===== src/rtl/reset_seq_sync.sv =====
// Reset sequencer for one clock domain: synchronises async reset release, holds reset
// for HOLD_CYCLES, then releases NUM_CH active-low resets in staggered order.
module reset_seq_sync #(
    parameter int SYNC_STAGES = 2,
    parameter int HOLD_CYCLES = 16,
    parameter int STEP_CYCLES = 4,
    parameter int NUM_CH      = 3,
    parameter int DATA_W      = 8
) (
    input  logic              clk,
    input  logic              rst_n,
    input  logic              sw_rst_req,
    input  logic [DATA_W-1:0] i_a,
    output logic [DATA_W-1:0] o_a,
    output logic [NUM_CH-1:0] rst_out_n,
    output logic              rst_done
);
    localparam int MAX_CNT = (HOLD_CYCLES > STEP_CYCLES) ? HOLD_CYCLES : STEP_CYCLES;
    localparam int CNT_W   = (MAX_CNT > 1) ? $clog2(MAX_CNT) : 1;
    localparam logic [CNT_W-1:0]  HOLD_TC = CNT_W'(HOLD_CYCLES - 1);
    localparam logic [CNT_W-1:0]  STEP_TC = CNT_W'(STEP_CYCLES - 1);
    localparam logic [CNT_W-1:0]  CNT_ONE = CNT_W'(1);
    localparam logic [NUM_CH-1:0] CH_ONE  = NUM_CH'(1);

    typedef enum logic [1:0] {
        S_HOLD    = 2'd0,
        S_STAGGER = 2'd1,
        S_DONE    = 2'd2
    } state_t;

    logic [SYNC_STAGES-1:0] sync_q;
    logic                   sync_rst_n_s;
    state_t                 state_q, state_d;
    logic [CNT_W-1:0]       cnt_q, cnt_d;
    logic [NUM_CH-1:0]      rst_q, rst_d;
    logic                   done_q, done_d;
    logic [DATA_W-1:0]      oa_q, oa_d;

    assign sync_rst_n_s = sync_q[SYNC_STAGES-1];

    // Release synchroniser: shifts in ones after rst_n deasserts; untouched by sw_rst_req.
    always_ff @(posedge clk or negedge rst_n) begin
        if (!rst_n) begin
            sync_q <= {SYNC_STAGES{1'b0}};
        end else begin
            sync_q <= {sync_q[SYNC_STAGES-2:0], 1'b1};
        end
    end

    // Sequencer state, counter and output registers.
    always_ff @(posedge clk or negedge rst_n) begin
        if (!rst_n) begin
            state_q <= S_HOLD;
            cnt_q   <= {CNT_W{1'b0}};
            rst_q   <= {NUM_CH{1'b0}};
            done_q  <= 1'b0;
            oa_q    <= {DATA_W{1'b0}};
        end else begin
            state_q <= state_d;
            cnt_q   <= cnt_d;
            rst_q   <= rst_d;
            done_q  <= done_d;
            oa_q    <= oa_d;
        end
    end

    // Next-state logic; a software request overrides every state and restarts the hold.
    always_comb begin
        state_d = state_q;
        cnt_d   = cnt_q;
        rst_d   = rst_q;
        done_d  = done_q;
        if (sw_rst_req) begin
            state_d = S_HOLD;
            cnt_d   = {CNT_W{1'b0}};
            rst_d   = {NUM_CH{1'b0}};
            done_d  = 1'b0;
        end else begin
            case (state_q)
                S_HOLD: begin
                    if (!sync_rst_n_s) begin
                        cnt_d = {CNT_W{1'b0}};
                    end else if (cnt_q == HOLD_TC) begin
                        cnt_d = {CNT_W{1'b0}};
                        rst_d = CH_ONE;
                        if (NUM_CH == 1) begin
                            state_d = S_DONE;
                            done_d  = 1'b1;
                        end else begin
                            state_d = S_STAGGER;
                        end
                    end else begin
                        cnt_d = cnt_q + CNT_ONE;
                    end
                end
                S_STAGGER: begin
                    if (cnt_q == STEP_TC) begin
                        cnt_d = {CNT_W{1'b0}};
                        rst_d = (rst_q << 1'b1) | CH_ONE;
                        if (rst_d[NUM_CH-1]) begin
                            state_d = S_DONE;
                            done_d  = 1'b1;
                        end else begin
                            state_d = S_STAGGER;
                        end
                    end else begin
                        cnt_d = cnt_q + CNT_ONE;
                    end
                end
                S_DONE: begin
                    rst_d  = {NUM_CH{1'b1}};
                    done_d = 1'b1;
                end
                default: begin
                    state_d = S_HOLD;
                    cnt_d   = {CNT_W{1'b0}};
                    rst_d   = {NUM_CH{1'b0}};
                    done_d  = 1'b0;
                end
            endcase
        end
    end

    // Data register is held at zero until channel 0 has been released.
    always_comb begin
        if (rst_q[0]) begin
            oa_d = i_a;
        end else begin
            oa_d = {DATA_W{1'b0}};
        end
    end

    assign o_a       = oa_q;
    assign rst_out_n = rst_q;
    assign rst_done  = done_q;
endmodule


===== config.mk =====
export PLATFORM = sky130hd
export DESIGN_NAME = reset_seq_sync
export DESIGN_NICKNAME = d
export VERILOG_FILES = /design/src/rtl/reset_seq_sync.sv
export SDC_FILE = /design/constraint.sdc
export NUM_CORES = 1
export LEC_CHECK = 0
export CAP_MARGIN = 20
export CELL_PAD_IN_SITES_DETAIL_PLACEMENT = 1
export CELL_PAD_IN_SITES_GLOBAL_PLACEMENT = 1
export CORE_ASPECT_RATIO = 1.2
export CORE_MARGIN = 2
export CORE_UTILIZATION = 40
export CTS_CLUSTER_SIZE = 40
export DETAILED_ROUTE_END_ITERATION = 10
export PLACE_DENSITY = 0.82
export SYNTH_ARGS = -nofsm -noshare
export SYNTH_HDL_FRONTEND = slang
export SYNTH_SLANG_ARGS = --single-unit

===== constraint.sdc =====
create_clock -name clk -period 3.45 [get_ports clk]
set_input_delay 0.69 -clock clk [delete_from_list [all_inputs] [get_ports clk]]
set_output_delay 0.69 -clock clk [all_outputs]
set_load 0.1 [all_outputs]

==> impl_metrics.tcl, run 1 <==
set metrics [dict create \
    power-per-cell-area_nw_per_um2 871 \
    ys.warnings.count 0 \
    synth_cells 83 \
    numCtsBuffers 3 \
    clk_path_buf_depth 2 \
    cell_at_the_slowest_stage_of_the_critical_path "sky130_fd_sc_hd__clkdlybuf4s50_1" \
    antenna_cells 0 \
    slew_headroom 0.344 \
    cts_root_buffer "sky130_fd_sc_hd__clkbuf_4" \
    initial_antenna_violation_count 0 \
    dieArea_um2 2770 \
    final_hold_viol_count 0 \
    worst-path-buf-inv 1 \
    chipWidth_um 48.4 \
    synth.avg_cell_area_um2 11.4 \
    unrepaired_setup_endpoints_after_global_routing "false" \
    numClockSinks 20 \
    vdd_ir_drop_max_v 0.000664 \
    finalWirelength_mm 2.04 \
    initial_cell_density_of_the_core 0.419 \
    leading_register_cell_type_out_of_synthesis "sky130_fd_sc_hd__dfrtp_1" \
    fillcell_total 256 \
    layout-drive-gt1-share 0.103 \
    timing_max_transition_violations_final 0 \
    worst_setup_path_end_kind "primary output" \
    leakagePower_uw 0.000553 \
    globalRouteOverflowTotal 0 \
    layout-area-overhead-vs-synth_pct 28.8 \
    synth_largest_area_cell "sky130_fd_sc_hd__dfrtp_1" \
    grt_start_max_net_pins 21 \
    synth-seq-cells 20 \
    reg2reg_from "state_q[1]" \
    timing.critical_path.arrival_ns 1.80 \
    tritoncts "built" \
    seq_area_frac_synth 0.529 \
    post_cts_buffers 0 \
    wire_length_of_the_first_global_routing_pass_mm 3.54 \
    synth-edff-count 0 \
    max_freq_mhz 402 \
    worst_hold_path_type "flop to flop" \
    boundaryPins 23 \
    synth_top_cell_area_share 0.529 \
    worst-endpoint-required_ns 2.76 \
    layout_common_cells "20 x sky130_fd_sc_hd__dfrtp_1, 20 x sky130_fd_sc_hd__clkdlybuf4s50_1, 8 x sky130_fd_sc_hd__and2_1" \
    grt_pass1_vias 807 \
    detail_route.vias_per_cell 5.06 \
    worst_slew_pin_slew_ns 0.980 \
    firstDrtPassIters 3 \
    dieHeight_um 57.3 \
    clk_transition_reported_paths_ns 0.11 \
    hp-start "sync_q[0]" \
    route.vias.total 698 \
    worst_skew_pair.late_latency_ns 0.30 \
    syn_nets 99 \
    dp_hpwl_mm 1.56 \
    drv_cap 0 \
    timing.critical_path.max_delay_family "buffers and inverters" \
    startpoint_type_of_the_worst_setup_path "flop" \
    post_drt_wl_per_cell_um 14.8 \
    fin_skew_ns 0.00126 \
    worstPathCellList "clkdlybuf4s50_1" \
    finalWorstPathRequiredPeriod_ns 2.49 \
    utilization 0.540 \
    cp_startpoint "rst_out_n[2]" \
    grt_use_total 0.172 \
    crit_path_max_incr_delay_ns 1.13 \
    num-nets-final 125 \
    synth_top_cells_by_area "sky130_fd_sc_hd__dfrtp_1 53%, sky130_fd_sc_hd__ha_1 6.6%, sky130_fd_sc_hd__and2_1 5.3%" \
    post_cts_hold_buffer_count 0 \
    io_buffers 22 \
    criticalPathCategory "flop to primary output" \
    timing.critical_path.fanout_max 2 \
    antenna_violating_nets_post_route 0 \
    gpl.final_weighted_congestion 0.839 \
    report.final.setup_viol 0 \
    outcome "completed" \
    final_min_period_over_clock_period 0.720 \
    final.setup.tns_ns 0 \
    cts_resized 0 \
    yosys_cell_types 30 \
    netlist_area_um2 946 \
    initial_drc_count 11 \
    core_area_um2 2260 \
    placement_rows 19 \
    drc 0 \
    asyncSetResetFlopFracSynth 1.00 \
    number_of_levels_in_the_clock_h_tree 1 \
]
==> per-stage QoR <==
| stage | hold WS, ns | total power [µW] | setup WS [ns] | instances | instance area, µm² |
|---|---|---|---|---|---|
| after floorplan | 0.331 | 805 | 1.78 | 83 | 946 |
| final | 0.365 | 1060 | 0.964 | 138 | 1220 |
| after global placement | 0.336 | 941 | 1.00 | 135 | 1200 |
| after global routing | 0.376 | 1120 | 0.921 | 138 | 1220 |
| after CTS | 0.368 | 1070 | 0.949 | 138 | 1220 |
| after detailed placement | 0.342 | 959 | 0.949 | 135 | 1200 |
==> final timing paths <==
path | end | slack [ns] | depth (start not counted)
max | rst_out_n[2] | 0.96 | 1
min | sync_q[1] | 0.36 | 0
max reg2reg | state_q[0] | 1.61 | 6
min reg2reg | sync_q[1] | 0.36 | 0
max in group asynchronous | o_a[2] | 2.04 | 1
min in group asynchronous | rst_done | 0.87 | 1
==> final cells by class <==
cell class,count,area (µm²),share of cell area
Clock buffer,3,22.5,0.0185
Sequential cell,20,500,0.411
Tap cell,31,38.8,0.0318
Multi-Input combinational cell,56,419,0.344
Timing Repair Buffer,22,215,0.177
Inverter,6,22.5,0.0185
==> logic make-up (layout without fill, tap and decap cells) <==
logic type | after synthesis | count (layout) | synth area share
and+or+nand+nor | 29 | 29 | 0.186
adders and majority gates | 5 | 5 | 0.0661
muxes | 2 | 2 | 0.0265
buffers and inverters | 7 | 31 | 0.0278
DFF | 20 | 20 | 0.529
AOI/OAI and AO/OA | 19 | 19 | 0.160
other | 1 | 1 | 0.00396
==> layer usage <==
layer | up-vias | track usage | share of wire
li1 | 336 | - | -
met4 | 0 | 0.0857 | 0.021
met1 | 341 | 0.193 | 0.40
met2 | 17 | 0.298 | 0.53
met3 | 4 | 0.0524 | 0.052
met5 | - | 0 | 0
==> power by group <==
part           switching [µW]  internal [µW]
Sequential               49.5            290
Clock                    70.4           40.7
Combinational             439            172
Total                     559            503
==> cell usage after synthesis, types with 2 or more instances <==
master and n:
sky130_fd_sc_hd__a211oi_1 2, sky130_fd_sc_hd__or2b_1 2, sky130_fd_sc_hd__nor2_1 3, sky130_fd_sc_hd__nor3b_1 2
sky130_fd_sc_hd__o41ai_1 2, sky130_fd_sc_hd__nand2_1 6, sky130_fd_sc_hd__dfrtp_1 20, sky130_fd_sc_hd__nor2b_1 2
sky130_fd_sc_hd__ha_1 5, sky130_fd_sc_hd__inv_1 6, sky130_fd_sc_hd__and2_1 8, sky130_fd_sc_hd__a2bb2oi_1 2
sky130_fd_sc_hd__a21oi_1 6
==> state kept, by name, summed over array words and instances, names as in the netlist <==
name,count
state_q,2
sync_q,2
o_a,8
rst_out_n,3
rst_done,1
cnt_q,4
Power figures use the tool's default switching activity.
==> run 2, diff against run 1 <==
--- a/config.mk
+++ b/config.mk
@@ -10,10 +10,10 @@
 export CELL_PAD_IN_SITES_GLOBAL_PLACEMENT = 1
 export CORE_ASPECT_RATIO = 1.2
 export CORE_MARGIN = 2
-export CORE_UTILIZATION = 40
+export CORE_UTILIZATION = 37
 export CTS_CLUSTER_SIZE = 40
 export DETAILED_ROUTE_END_ITERATION = 10
-export PLACE_DENSITY = 0.82
+export PLACE_DENSITY = 0.77
 export SYNTH_ARGS = -nofsm -noshare
 export SYNTH_HDL_FRONTEND = slang
 export SYNTH_SLANG_ARGS = --single-unit
==> constraint.sdc (replaced) <==
create_clock -name clk -period 2.5 [get_ports clk]
set_input_delay 0.5 -clock clk [delete_from_list [all_inputs] [get_ports clk]]
set_output_delay 0.5 -clock clk [all_outputs]
set_load 0.1 [all_outputs]
==> run 2 against run 1 <==
Effect of this change: final cell count is 2.9% higher; die area is 7.5% higher; cell area is 0.62% lower; via count is 3.4% higher; highest routed layer unchanged; core utilization is 5.1 points lower; sequential share of layout area is 0.25 points higher; register-to-register slack worse by 0.97 ns; sequential cell count stayed put; combinational power is 35% higher; non-clock buffer count is 2 higher; clock power is 32% higher; wire length is 4.2% lower.
==> impl_metrics.tcl, run 2 (synthesis gave the netlist of run 1 again) <==
set metrics [dict create \
    post_drt_wl_per_cell_um 13.8 \
    final_common_cell "sky130_fd_sc_hd__dfrtp_1" \
    numClockSinks 20 \
    worst-path-buf-inv 1 \
    num-nets-final 127 \
    wire_length_of_the_first_global_routing_pass_mm 3.40 \
    timing.critical_path.max_delay_family "buffers and inverters" \
    unrepaired_setup_endpoints_after_global_routing "false" \
    finalWirelength_mm 1.96 \
    power.clock.fraction 0.102 \
    worst-endpoint-required_ns 2.68 \
    timing.critical_path.fanout_max 8 \
    initial_antenna_violation_count 0 \
    io_buffers 22 \
    regArea_um2 500 \
    leakagePower_uw 0.000579 \
    outcome "completed" \
    firstDrtPassIters 4 \
    placed_cells 139 \
    dp_hpwl_mm 1.53 \
    report.final.setup_viol 0 \
    final_min_period_over_clock_period 0.749 \
    finalWorstPathRequiredPeriod_ns 1.87 \
    grt_pass1_vias 752 \
    grt_start_max_net_pins 21 \
    fin_skew_ns 0.00229 \
    cts_root_buffer "sky130_fd_sc_hd__clkbuf_4" \
    criticalPathCategory "input pin to flop" \
    antenna_cells 0 \
    dieArea_um2 2980 \
    final_hold_viol_count 0 \
    power.switching_fraction 0.529 \
    route.vias.total 722 \
    dieHeight_um 59.4 \
    largest_register_ff_count 8 \
    boundaryPins 23 \
    drv_cap 0 \
    worst_hold_path_type "flop to flop" \
    fillcell_total 281 \
    crit_path_max_incr_delay_ns 0.57 \
    timing.critical_path.arrival_ns 2.06 \
    multi_input_comb_area_um2 419 \
    worst_slack_ns 0.626 \
    cellInternalPower_uw 678 \
    placement.setup.worst_slack_ns 0.326 \
    power-per-cell-area_nw_per_um2 1190 \
    worst_setup_path_end_kind "flop" \
    startpoint_type_of_the_worst_setup_path "input pin" \
    instances_no_fill 142 \
    timing_max_transition_violations_final 0 \
    net-switching-power_uw 762 \
    antenna_violating_nets_post_route 0 \
    clk_transition_reported_paths_ns 0.11 \
    post_cts_buffers 0 \
    layout-area-overhead-vs-synth_pct 28.0 \
    worstPathCellList "clkdlybuf4s50_1, or2b_1, o32ai_4, nor2_2, mux2_4" \
    grt_use_total 0.158 \
    detail_route.vias_per_cell 5.08 \
    power.share.combinational 0.572 \
    initial_drc_count 20 \
    numCtsBuffers 3 \
    final.setup.tns_ns 0 \
    number_of_levels_in_the_clock_h_tree 1 \
    vdd_ir_drop_max_v 0.000644 \
    drc 0 \
    chipWidth_um 50.2 \
    layout-drive-gt1-share 0.211 \
    worst_skew_pair.late_latency_ns 0.29 \
    post_cts_hold_buffer_count 0 \
    seq_power_share 0.326 \
    gpl.final_weighted_congestion 0.771 \
    layout_common_cells "20 x sky130_fd_sc_hd__dfrtp_1, 14 x sky130_fd_sc_hd__buf_4, 10 x sky130_fd_sc_hd__clkdlybuf4s50_1" \
    cell_at_the_slowest_stage_of_the_critical_path "sky130_fd_sc_hd__clkdlybuf4s50_1" \
    tritoncts "built" \
    cts_resized 0 \
    initial_cell_density_of_the_core 0.382 \
    clk_path_buf_depth 2 \
    max_freq_mhz 534 \
    core_area_um2 2480 \
    globalRouteOverflowTotal 0 \
    placement_rows 20 \
]
==> run 2: per-stage QoR <==
stage | cell area, µm² | power, µW | utilization | hold slack, ns
floorplan | 946 | 1110 | - | 0.204
global placement | 1190 | 1290 | 0.480 | 0.335
detailed placement | 1190 | 1310 | 0.480 | 0.343
CTS | 1210 | 1460 | 0.489 | 0.368
global route | 1210 | 1520 | 0.489 | 0.382
finish | 1210 | 1440 | 0.489 | 0.363
==> run 2: metal layers <==
layer  wire, µm  GRT usage
met5          0          0
met4         22     0.0952
met3        135     0.0505
met2        975      0.258
met1        822      0.181
==> run 2: path summary, 6_finish.rpt <==
kind | start | end | slack, ns | cells past startpoint
worst max-delay path | sw_rst_req | state_q[0] | 0.63 | 5
worst min register to register | sync_q[0] | sync_q[1] | 0.36 | 0
min in group asynchronous | rst_n | cnt_q[1] | 0.53 | 2
worst max register to register | state_q[1] | state_q[0] | 0.64 | 6
worst min-delay path | sync_q[0] | sync_q[1] | 0.36 | 0
max in group asynchronous | rst_n | rst_out_n[2] | 1.76 | 2
==> run 2: area by class of cell <==
type	count	area share
tap	33	0.0341
sequential	20	0.413
multi-input combinational	56	0.346
inverter	6	0.0186
timing repair buffer	24	0.169
clock buffer	3	0.0186
==> run 2: power by group through the flow <==
stage	Combinational, µW	Clock (µW)	Sequential (µW)
floorplan	232	0	878
global placement	816	0	471
detailed placement	828	0	477
CTS	831	155	471
global route	866	172	485
finish	824	147	469
==> run 3, diff against run 2 <==
--- a/config.mk
+++ b/config.mk
@@ -10,10 +10,10 @@
 export CELL_PAD_IN_SITES_GLOBAL_PLACEMENT = 1
 export CORE_ASPECT_RATIO = 1.2
 export CORE_MARGIN = 2
-export CORE_UTILIZATION = 37
+export CORE_UTILIZATION = 33
 export CTS_CLUSTER_SIZE = 40
 export DETAILED_ROUTE_END_ITERATION = 10
-export PLACE_DENSITY = 0.77
+export PLACE_DENSITY = 0.73
 export SYNTH_ARGS = -nofsm -noshare
 export SYNTH_HDL_FRONTEND = slang
 export SYNTH_SLANG_ARGS = --single-unit
==> constraint.sdc (replaced) <==
create_clock -name clk -period 1.65 [get_ports clk]
set_input_delay 0.33 -clock clk [delete_from_list [all_inputs] [get_ports clk]]
set_output_delay 0.33 -clock clk [all_outputs]
set_load 0.1 [all_outputs]
==> run 3 against run 2 <==
Effect of this change: the run now ends with setup timing left; clock skew is 0.010 ns higher; critical path depth is 1 higher; non-clock buffer count is 17 higher; count of clock-buffer cells in the layout is 1 higher; global-route usage is 0.35 points lower; total power is 91% higher; die area is 11% higher; sequential share of layout area is 8.9 points lower; via count is 10% higher.
==> impl_metrics.tcl, run 3 (synthesis gave the netlist of run 1 again) <==
set metrics [dict create \
    io_buffers 22 \
    failed_checks "setup timing" \
    initial_drc_count 2 \
    max_freq_mhz 605 \
    worst_slack_ns -0.00229 \
    timing.critical_path.fanout_max 5 \
    dr_wl_met3_um 127 \
    power_uw 2750 \
    finalWorstPathRequiredPeriod_ns 1.65 \
    drv_cap 0 \
    final_hold_viol_count 0 \
    power-per-cell-area_nw_per_um2 1780 \
    finalWirelength_mm 2.39 \
    clk_transition_reported_paths_ns 0.12 \
    layout_common_cells "19 x sky130_fd_sc_hd__dfrtp_1, 19 x sky130_fd_sc_hd__buf_4, 12 x sky130_fd_sc_hd__buf_12" \
    outcome "finished, violations left" \
    critPathCapture "state_q[0]" \
    firstDrtPassIters 2 \
    globalRouteOverflowTotal 0 \
    numClockSinks 20 \
    timing_max_transition_violations_final 0 \
    fin_skew_ns 0.0125 \
    grt_pass1_vias 895 \
    dieArea_um2 3310 \
    numCtsBuffers 3 \
    grt_use_total 0.155 \
    final_min_period_over_clock_period 1.00 \
    criticalPathCategory "flop to flop" \
    chipWidth_um 52.9 \
    met2_length_mm 1.30 \
    leakagePower_uw 0.000713 \
    timing.critical_path.arrival_ns 1.85 \
    reg2reg_from "state_q[1]" \
    core_area_um2 2760 \
    dp_hpwl_mm 1.73 \
    detail_route.vias_per_cell 4.94 \
    instances_no_fill 161 \
    whs_ns 0.353 \
    utilization 0.561 \
    dr.max_layer_used "met4" \
    worst_hold_path_type "input pin to asynchronous set/reset pin" \
    placement.setup.worst_slack_ns -0.162 \
    dieHeight_um 62.7 \
    clk_path_buf_depth 2 \
    layout-drive-gt1-share 0.402 \
    wire_length_of_the_first_global_routing_pass_mm 3.82 \
    initial_antenna_violation_count 0 \
    drc 0 \
    post_cts_hold_buffer_count 0 \
    placement_rows 21 \
    largest_register_ff_count 8 \
    vdd_ir_drop_max_v 0.00137 \
    number_of_levels_in_the_clock_h_tree 1 \
    worst-r2r-cell-count 6 \
    antenna_violating_nets_post_route 0 \
    tritoncts "built" \
    grt_start_max_net_pins 21 \
    worst-endpoint-required_ns 1.85 \
    layout-area-overhead-vs-synth_pct 63.5 \
    wl_met1_um 943 \
    r2r_end "state_q[0]" \
    worst_skew_pair.late_latency_ns 0.30 \
    gpl.final_weighted_congestion 0.790 \
    post_drt_wl_per_cell_um 14.8 \
    route.vias.total 796 \
    cp_startpoint "state_q[1]" \
    cts_root_buffer "sky130_fd_sc_hd__clkbuf_4" \
    unrepaired_setup_endpoints_after_global_routing "true" \
    fillcell_total 292 \
    antenna_cells 0 \
    initial_cell_density_of_the_core 0.343 \
    boundaryPins 23 \
    report.final.setup_viol 1 \
    num-nets-final 144 \
    worst_setup_path_end_kind "flop" \
    placed_cells 153 \
    startpoint_type_of_the_worst_setup_path "flop" \
    reg2reg_setup_slack_ns -0.002 \
]
-- run 3: worst max-delay path, stage by stage, from the launching register on --
cell	delay (ns)
sky130_fd_sc_hd__dfrtp_1	0.41
sky130_fd_sc_hd__inv_2	0.10
sky130_fd_sc_hd__ha_4	0.14
sky130_fd_sc_hd__or2b_1	0.28
sky130_fd_sc_hd__o32ai_4	0.22
sky130_fd_sc_hd__nor2_2	0.10
sky130_fd_sc_hd__mux2_4	0.30
-- run 3: report_power, final --
group | total [µW] | internal, µW | switching (µW)
Clock | 286 | 134 | 152
Sequential | 766 | 610 | 156
Combinational | 1700 | 716 | 983
Total | 2750 | 1460 | 1290
-- run 3: worst min-delay path by stage --
stage / startpoint / end / slack, ns
after floorplan: rst_n / cnt_q[0] / 0.03
after global placement: sync_q[0] / sync_q[1] / 0.33
after detailed placement: sync_q[0] / sync_q[1] / 0.34
after CTS: rst_n / rst_done / 0.36
after global routing: rst_n / state_q[1] / 0.36
final: rst_n / state_q[1] / 0.35
-- run 3: final cells by class --
class | count | area, µm² | area share
tap | 34 | 42.5 | 0.0275
clock buffer | 4 | 36.3 | 0.0235
multi-input combinational | 56 | 460 | 0.298
sequential | 20 | 502 | 0.324
inverter | 6 | 22.5 | 0.0146
timing repair buffer | 41 | 483 | 0.312
-- run 3: metal layers --
metal / vias to the layer above / GRT usage
met5: - / 0
met4: 0 / 0.0385
met3: 2 / 0.0478
met2: 20 / 0.272
met1: 396 / 0.176
li1: 378 / -
-- run 3: timing repair --
item,CTS,global route
gates resized for setup,1,11
pin swaps,1,2
hold endpoints to repair,0,0
buffers inserted,0,4
endpoints found under the setup margin,3,6
cloned,0,0
-- run 3: stage by stage --
step	TNS, ns	instance area [µm²]
after CTS	0	1480
final	-0.00229	1550
after floorplan	0	946
after detailed placement	-0.566	1440
after global routing	-0.135	1550
after global placement	-0.338	1440
